$ cat config.mk
export PLATFORM = sky130hd
export DESIGN_NAME = cl_ocl_read_responder
export DESIGN_NICKNAME = d
export VERILOG_FILES = /design/src/rtl/cl_ocl_read_responder.sv
export SDC_FILE = /design/constraint.sdc
export NUM_CORES = 1
export LEC_CHECK = 0
export ABC_CLOCK_PERIOD_IN_PS = 5200
export BUFFER_PORTS_ARGS = -buffer_cell sky130_fd_sc_hd__buf_2
export CORE_AREA = 2 2 117 119
export CTS_CLUSTER_DIAMETER = 200
export DETAILED_ROUTE_END_ITERATION = 12
export DIE_AREA = 0 0 119 121
export MAX_ROUTING_LAYER = met4
export PLACE_DENSITY = 0.54
export SETUP_SLACK_MARGIN = 0.15
export SLEW_MARGIN = 10
export SYNTH_ARGS = -nofsm -noshare
export SYNTH_HDL_FRONTEND = slang
export SYNTH_SLANG_ARGS = --single-unit
$ cat constraint.sdc
create_clock -name clk_main_a0 -period 5.2 [get_ports clk_main_a0]
set_input_delay 1.56 -clock clk_main_a0 [delete_from_list [all_inputs] [get_ports clk_main_a0]]
set_output_delay 1.56 -clock clk_main_a0 [all_outputs]
set_load 0.1 [all_outputs]
$ cat src/rtl/cl_ocl_read_responder.sv
// ---------------------------------------------------------------------------
// cl_ocl_read_responder
//
// Read-side responder for the OCL AXI-Lite register window. Accepts one read
// address at a time, decodes it against the CL register map and returns the
// selected register through a registered, backpressure-safe R channel.
// Unmapped addresses complete with SLVERR and a fixed marker word.
//
// Ports:
//   clk_main_a0                 main CL clock, rising edge
//   rst_main_n_sync             synchronous active-low reset
//   arvalid / araddr / arready  AXI-Lite read address channel
//   rvalid / rdata / rresp / rready  AXI-Lite read data channel
//   hello_world_q_byte_swapped  hello-world register value (already swapped)
//   vled_q                      virtual-LED shadow value
//
// state  | meaning
// -------+-------------------------------------------------------------
// IDLE   | arready high, waiting for a read address
// DECODE | latched address is decoded, rdata/rresp registers are loaded
// RESP   | rvalid high, holding rdata/rresp until the master takes them
// ---------------------------------------------------------------------------
module cl_ocl_read_responder #(
  parameter logic [31:0] HELLO_ADDR    = 32'h0000_0500,
  parameter logic [31:0] VLED_ADDR     = 32'h0000_0504,
  parameter logic [31:0] RDCNT_ADDR    = 32'h0000_0508,
  parameter logic [31:0] ID_ADDR       = 32'h0000_050C,
  parameter logic [31:0] ID_VALUE      = 32'hC0DE_0001,
  parameter logic [31:0] UNMAPPED_DATA = 32'hDEAD_BEEF
) (
  input  logic        clk_main_a0,
  input  logic        rst_main_n_sync,
  input  logic        arvalid,
  input  logic [31:0] araddr,
  output logic        arready,
  output logic        rvalid,
  output logic [31:0] rdata,
  output logic [1:0]  rresp,
  input  logic        rready,
  input  logic [31:0] hello_world_q_byte_swapped,
  input  logic [15:0] vled_q
);

  localparam logic [1:0] RESP_OKAY   = 2'b00;
  localparam logic [1:0] RESP_SLVERR = 2'b10;

  typedef enum logic [1:0] {
    IDLE   = 2'd0,
    DECODE = 2'd1,
    RESP   = 2'd2
  } state_t;

  state_t      state_q;
  state_t      state_d;
  logic [29:0] addr_q;
  logic        arready_q;
  logic        rvalid_q;
  logic [31:0] rdata_q;
  logic [1:0]  rresp_q;
  logic [31:0] rd_cnt_q;

  logic        ar_hs;
  logic        r_hs;
  logic [31:0] dec_data;
  logic [1:0]  dec_resp;

  // Byte-lane bits are not part of the register decode.
  logic        unused_addr_bits;
  assign unused_addr_bits = ^araddr[1:0];

  assign ar_hs = (state_q == IDLE) && arready_q && arvalid;
  assign r_hs  = (state_q == RESP) && rvalid_q && rready;

  always_comb begin
    dec_data = UNMAPPED_DATA;
    dec_resp = RESP_SLVERR;
    if (addr_q == HELLO_ADDR[31:2]) begin
      dec_data = hello_world_q_byte_swapped;
      dec_resp = RESP_OKAY;
    end else if (addr_q == VLED_ADDR[31:2]) begin
      dec_data = {16'h0000, vled_q};
      dec_resp = RESP_OKAY;
    end else if (addr_q == RDCNT_ADDR[31:2]) begin
      // Counter value before this read's own completion is counted.
      dec_data = rd_cnt_q;
      dec_resp = RESP_OKAY;
    end else if (addr_q == ID_ADDR[31:2]) begin
      dec_data = ID_VALUE;
      dec_resp = RESP_OKAY;
    end
  end

  always_comb begin
    state_d = state_q;
    case (state_q)
      IDLE:    if (ar_hs) state_d = DECODE;
      DECODE:  state_d = RESP;
      RESP:    if (r_hs) state_d = IDLE;
      default: state_d = IDLE;
    endcase
  end

  // arready/rvalid are registered copies of the next state so the outputs
  // carry no combinational path from the inputs.
  always_ff @(posedge clk_main_a0) begin
    if (!rst_main_n_sync) begin
      state_q   <= IDLE;
      addr_q    <= '0;
      arready_q <= 1'b0;
      rvalid_q  <= 1'b0;
      rdata_q   <= '0;
      rresp_q   <= RESP_OKAY;
    end else begin
      state_q   <= state_d;
      arready_q <= (state_d == IDLE);
      rvalid_q  <= (state_d == RESP);
      if (ar_hs) begin
        addr_q <= araddr[31:2];
      end
      // Inputs are sampled only here, so rdata stays stable through RESP.
      if (state_q == DECODE) begin
        rdata_q <= dec_data;
        rresp_q <= dec_resp;
      end
    end
  end

  // Completed-read counter; counts OKAY and SLVERR alike, wraps naturally.
  always_ff @(posedge clk_main_a0) begin
    if (!rst_main_n_sync) begin
      rd_cnt_q <= '0;
    end else if (r_hs) begin
      rd_cnt_q <= rd_cnt_q + 32'd1;
    end
  end

  assign arready = arready_q;
  assign rvalid  = rvalid_q;
  assign rdata   = rdata_q;
  assign rresp   = rresp_q;

endmodule

==> metrics.csv <==
stage;metric;value;unit
layout;antenna cells;0;
timing;final setup margin;1770;ps
floorplan;die area;0.0144;mm²
drt;DRT Wirelength;13200;µm
setup_path;Worst Path Max Fanout;20;
setup_path;CP delay by family, top;simple AND/OR/NAND/NOR gates;
yosys;Synth top cells by count;99 x dfxtp_1, 87 x nand2_1, 73 x a21oi_1;
power;power consumption;0.00173;W
hold_path;HP Class;reg2reg;
place;GPL Wtd Cong;0.813;
timing;Tmin final;3430;ps
drt;Initial DRC Count;266;
place;Post-DP HPWL;9460;µm
clock_tree;CTS Hold Bufs;0;
layout;multi-input logic area;0.00237;mm²
clock_tree;Num Clock Sinks;99;
timing;final clock period utilization by the worst path;66.0;%
setup_path;Worst setup SP type;primary input;
drt;wire per inst;16.0;µm
setup_path;crit path kind;in2reg;
power;Max VDD drop;0.000150;V
clock_tree;CTS root buffer;clkbuf_16;
setup_path;Critical path origin;rready;
clock_tree;CTS Buf Count;9;
power;power density cells;315;mW/mm²
yosys;ys async rst share;0;%
yosys;largest area contributor in the netlist;dfxtp_1;
yosys;share of the yosys chip area belonging to registers;43.6;%
hold_path;hold wc startpoint;addr_q[6];
layout;Non-Filler Instances;827;
layout;final net count;732;
setup_path;crit-path cells;buf_2 > and4b_1 > nand4_1 > or4_1 > a21oi_1;
yosys;EDFF count, synth;0;
drt;Vias;4419;
drt;Residual DRC;0;
timing;endpoints failing setup;0;
clock_tree;CTS Buffer Depth;2;
place;dpl ws;1420;ps
timing;Max Slew Vio Count;0;
setup_path;Max stage delay on crit path;710;ps
global_route;initial antenna violation count;0;
layout;share of cells above drive strength 1;23.0;%
global_route;first-pass GRT wire length;21400;µm
timing;worst slew pin tran;890;ps
drt;drt pass-1 iters;4;
timing;Slew headroom;40.5;%
drt;post-route antenna net violation count;0;
clock_tree;post-CTS setup buffer count;0;
global_route;GRT Residual Overflow;0;
clock_tree;CTS clock-pin slew for the worst setup and hold paths;60;ps
layout;fillers;1347;
setup_path;CP Data Arrival Time;3700;ps
timing;Setup Skew;5.32;ps
setup_path;Worst R2R Start;addr_q[0];
setup_path;buffer and inverter count on the worst path;1;
clock_tree;htree depth;3;
floorplan;Core ar.;0.0131;mm²
floorplan;Initial Util;34.7;%
setup_path;crit end category;register;
layout;Register Area;0.00198;mm²
status;status;complete, no violations;
clock_tree;TritonCTS clock tree;done;
timing;Max Clock Freq;0.291;GHz
place;Port Buf Inserts;116;
yosys;syn nets;643;
setup_path;CP required;5470;ps
yosys;Synth cell types;47;
yosys;yosys warns;0;
floorplan;Rows;42;
place;placed cells;812;
yosys;Mapped Area;0.00454;mm²
timing;final hold viol count;0;
global_route;vias in the first global route;4188;
drt;Vias/cell;5.34;
yosys;Post-Syn Instances;558;
setup_path;CP max-delay cell;or4_1;
yosys;largest cells by area after synthesis;dfxtp_1 44%, a21oi_1 8.0%, nand2_1 7.2%;
layout;Area growth, synth to finish;21.3;%
clock_tree;post-cts resize count;0;
yosys;Yosys top cell area share;43.6;%
clock_tree;clock latency on the worst-skew pair;350;ps
yosys;most numerous cell in the Yosys netlist;dfxtp_1;
flow_run;max_cap viols;0;
yosys;syn avg cell area;8.14;µm²
power;P_leak;2.14;nW
floorplan;Die X-Extent;119;µm
timing;setup tns final;0;ps
floorplan;height of the die;121;µm
yosys;Post-synth top flop;dfxtp_1;
yosys;Yosys reg bits;99;
timing;RSZ-0062 raised after global routing;no;
floorplan;IO Pins;120;
global_route;Global Route Usage Sum;19.2;%
global_route;largest net degree at the start of global routing;38;
## worst paths after layout
path / end / slack, ps / depth (start not counted)
max: rd_cnt_q[27] / 1770 / 5
min: addr_q[6] / 450 / 2
max reg2reg: rdata[2] / 2430 / 4
min reg2reg: addr_q[6] / 450 / 2
## flip-flops by register name, summed over array words and instances (netlist names)
signal / count
rresp: 1
rd_cnt_q: 32
rvalid: 1
rdata: 32
state_q: 2
arready: 1
addr_q: 30
## kinds of logic (layout without fill, tap and decap cells)
group / after synthesis / in the layout / share of synthesized area [%]
AND/OR/NAND/NOR: 214 / 214 / 25.6
AO/OA/AOI/OAI: 173 / 173 / 21.9
flip-flops: 99 / 99 / 43.6
buffers and inverters: 51 / 144 / 4.46
XOR/XNOR: 10 / 10 / 1.93
multiplexers: 9 / 9 / 2.09
adder cells (fa/ha/maj): 1 / 1 / 0.275
other: 1 / 1 / 0.0826
## worst reg2reg max path, cell delays in order (launching register included)
cell and delay [ps]:
dfxtp_1 850, clkinv_1 720, a31oi_1 740, or3_1 240, a21oi_1 70
## placed cells by master (no fill, tap or decap), drive strengths merged, types with 5 or more instances in the layout
| cell type | n |
|---|---|
| nand2 | 87 |
| buf | 122 |
| nand4 | 22 |
| o21ai | 35 |
| o22ai | 12 |
| nor4 | 9 |
| a21o | 6 |
| mux2i | 5 |
| xor2 | 8 |
| dfxtp | 99 |
| a31oi | 25 |
| or3 | 18 |
| clkbuf | 11 |
| and4 | 8 |
| nand3 | 9 |
| inv | 6 |
| a21oi | 73 |
| or4 | 15 |
| nor2 | 25 |
| o31ai | 12 |
## report_power, final
group / internal (W) / total (W) / leakage, nW / switching (W)
logic: 0.0000821 / 0.000293 / 1.20 / 0.000211
clock network: 0.000347 / 0.000636 / 0.137 / 0.000289
registers: 0.000785 / 0.000804 / 0.803 / 0.0000192
total: 0.00121 / 0.00173 / 2.14 / 0.000519
## area by class of cell
cell class / instances / area share (%)
Clock inverter: 4 / 0.477
Inverter: 7 / 0.477
Clock buffer: 11 / 4.59
Multi-Input combinational cell: 408 / 43.1
Timing Repair Buffer: 122 / 11.4
Tap cell: 176 / 4.00
Sequential cell: 99 / 36.0
## routing by layer
metal  GRT usage [%]  up-vias  share of wire (%)
met4            4.99        0                1.2
met3            4.46       12                6.3
li1                -     2219                  -
met1            25.4     2060                 47
met5               -        -                  0
met2            29.6      128                 45
## per-stage QoR
step / hold WS (ps) / utilization, % / cell area [µm²]
after global placement: 440 / 40.0 / 5230
after global routing: 470 / 42.1 / 5510
after CTS: 452 / 42.1 / 5510
after floorplan: 432 / - / 4540
final: 447 / 42.1 / 5510
after detailed placement: 442 / 40.0 / 5230
(Power assumes the default switching activity.)
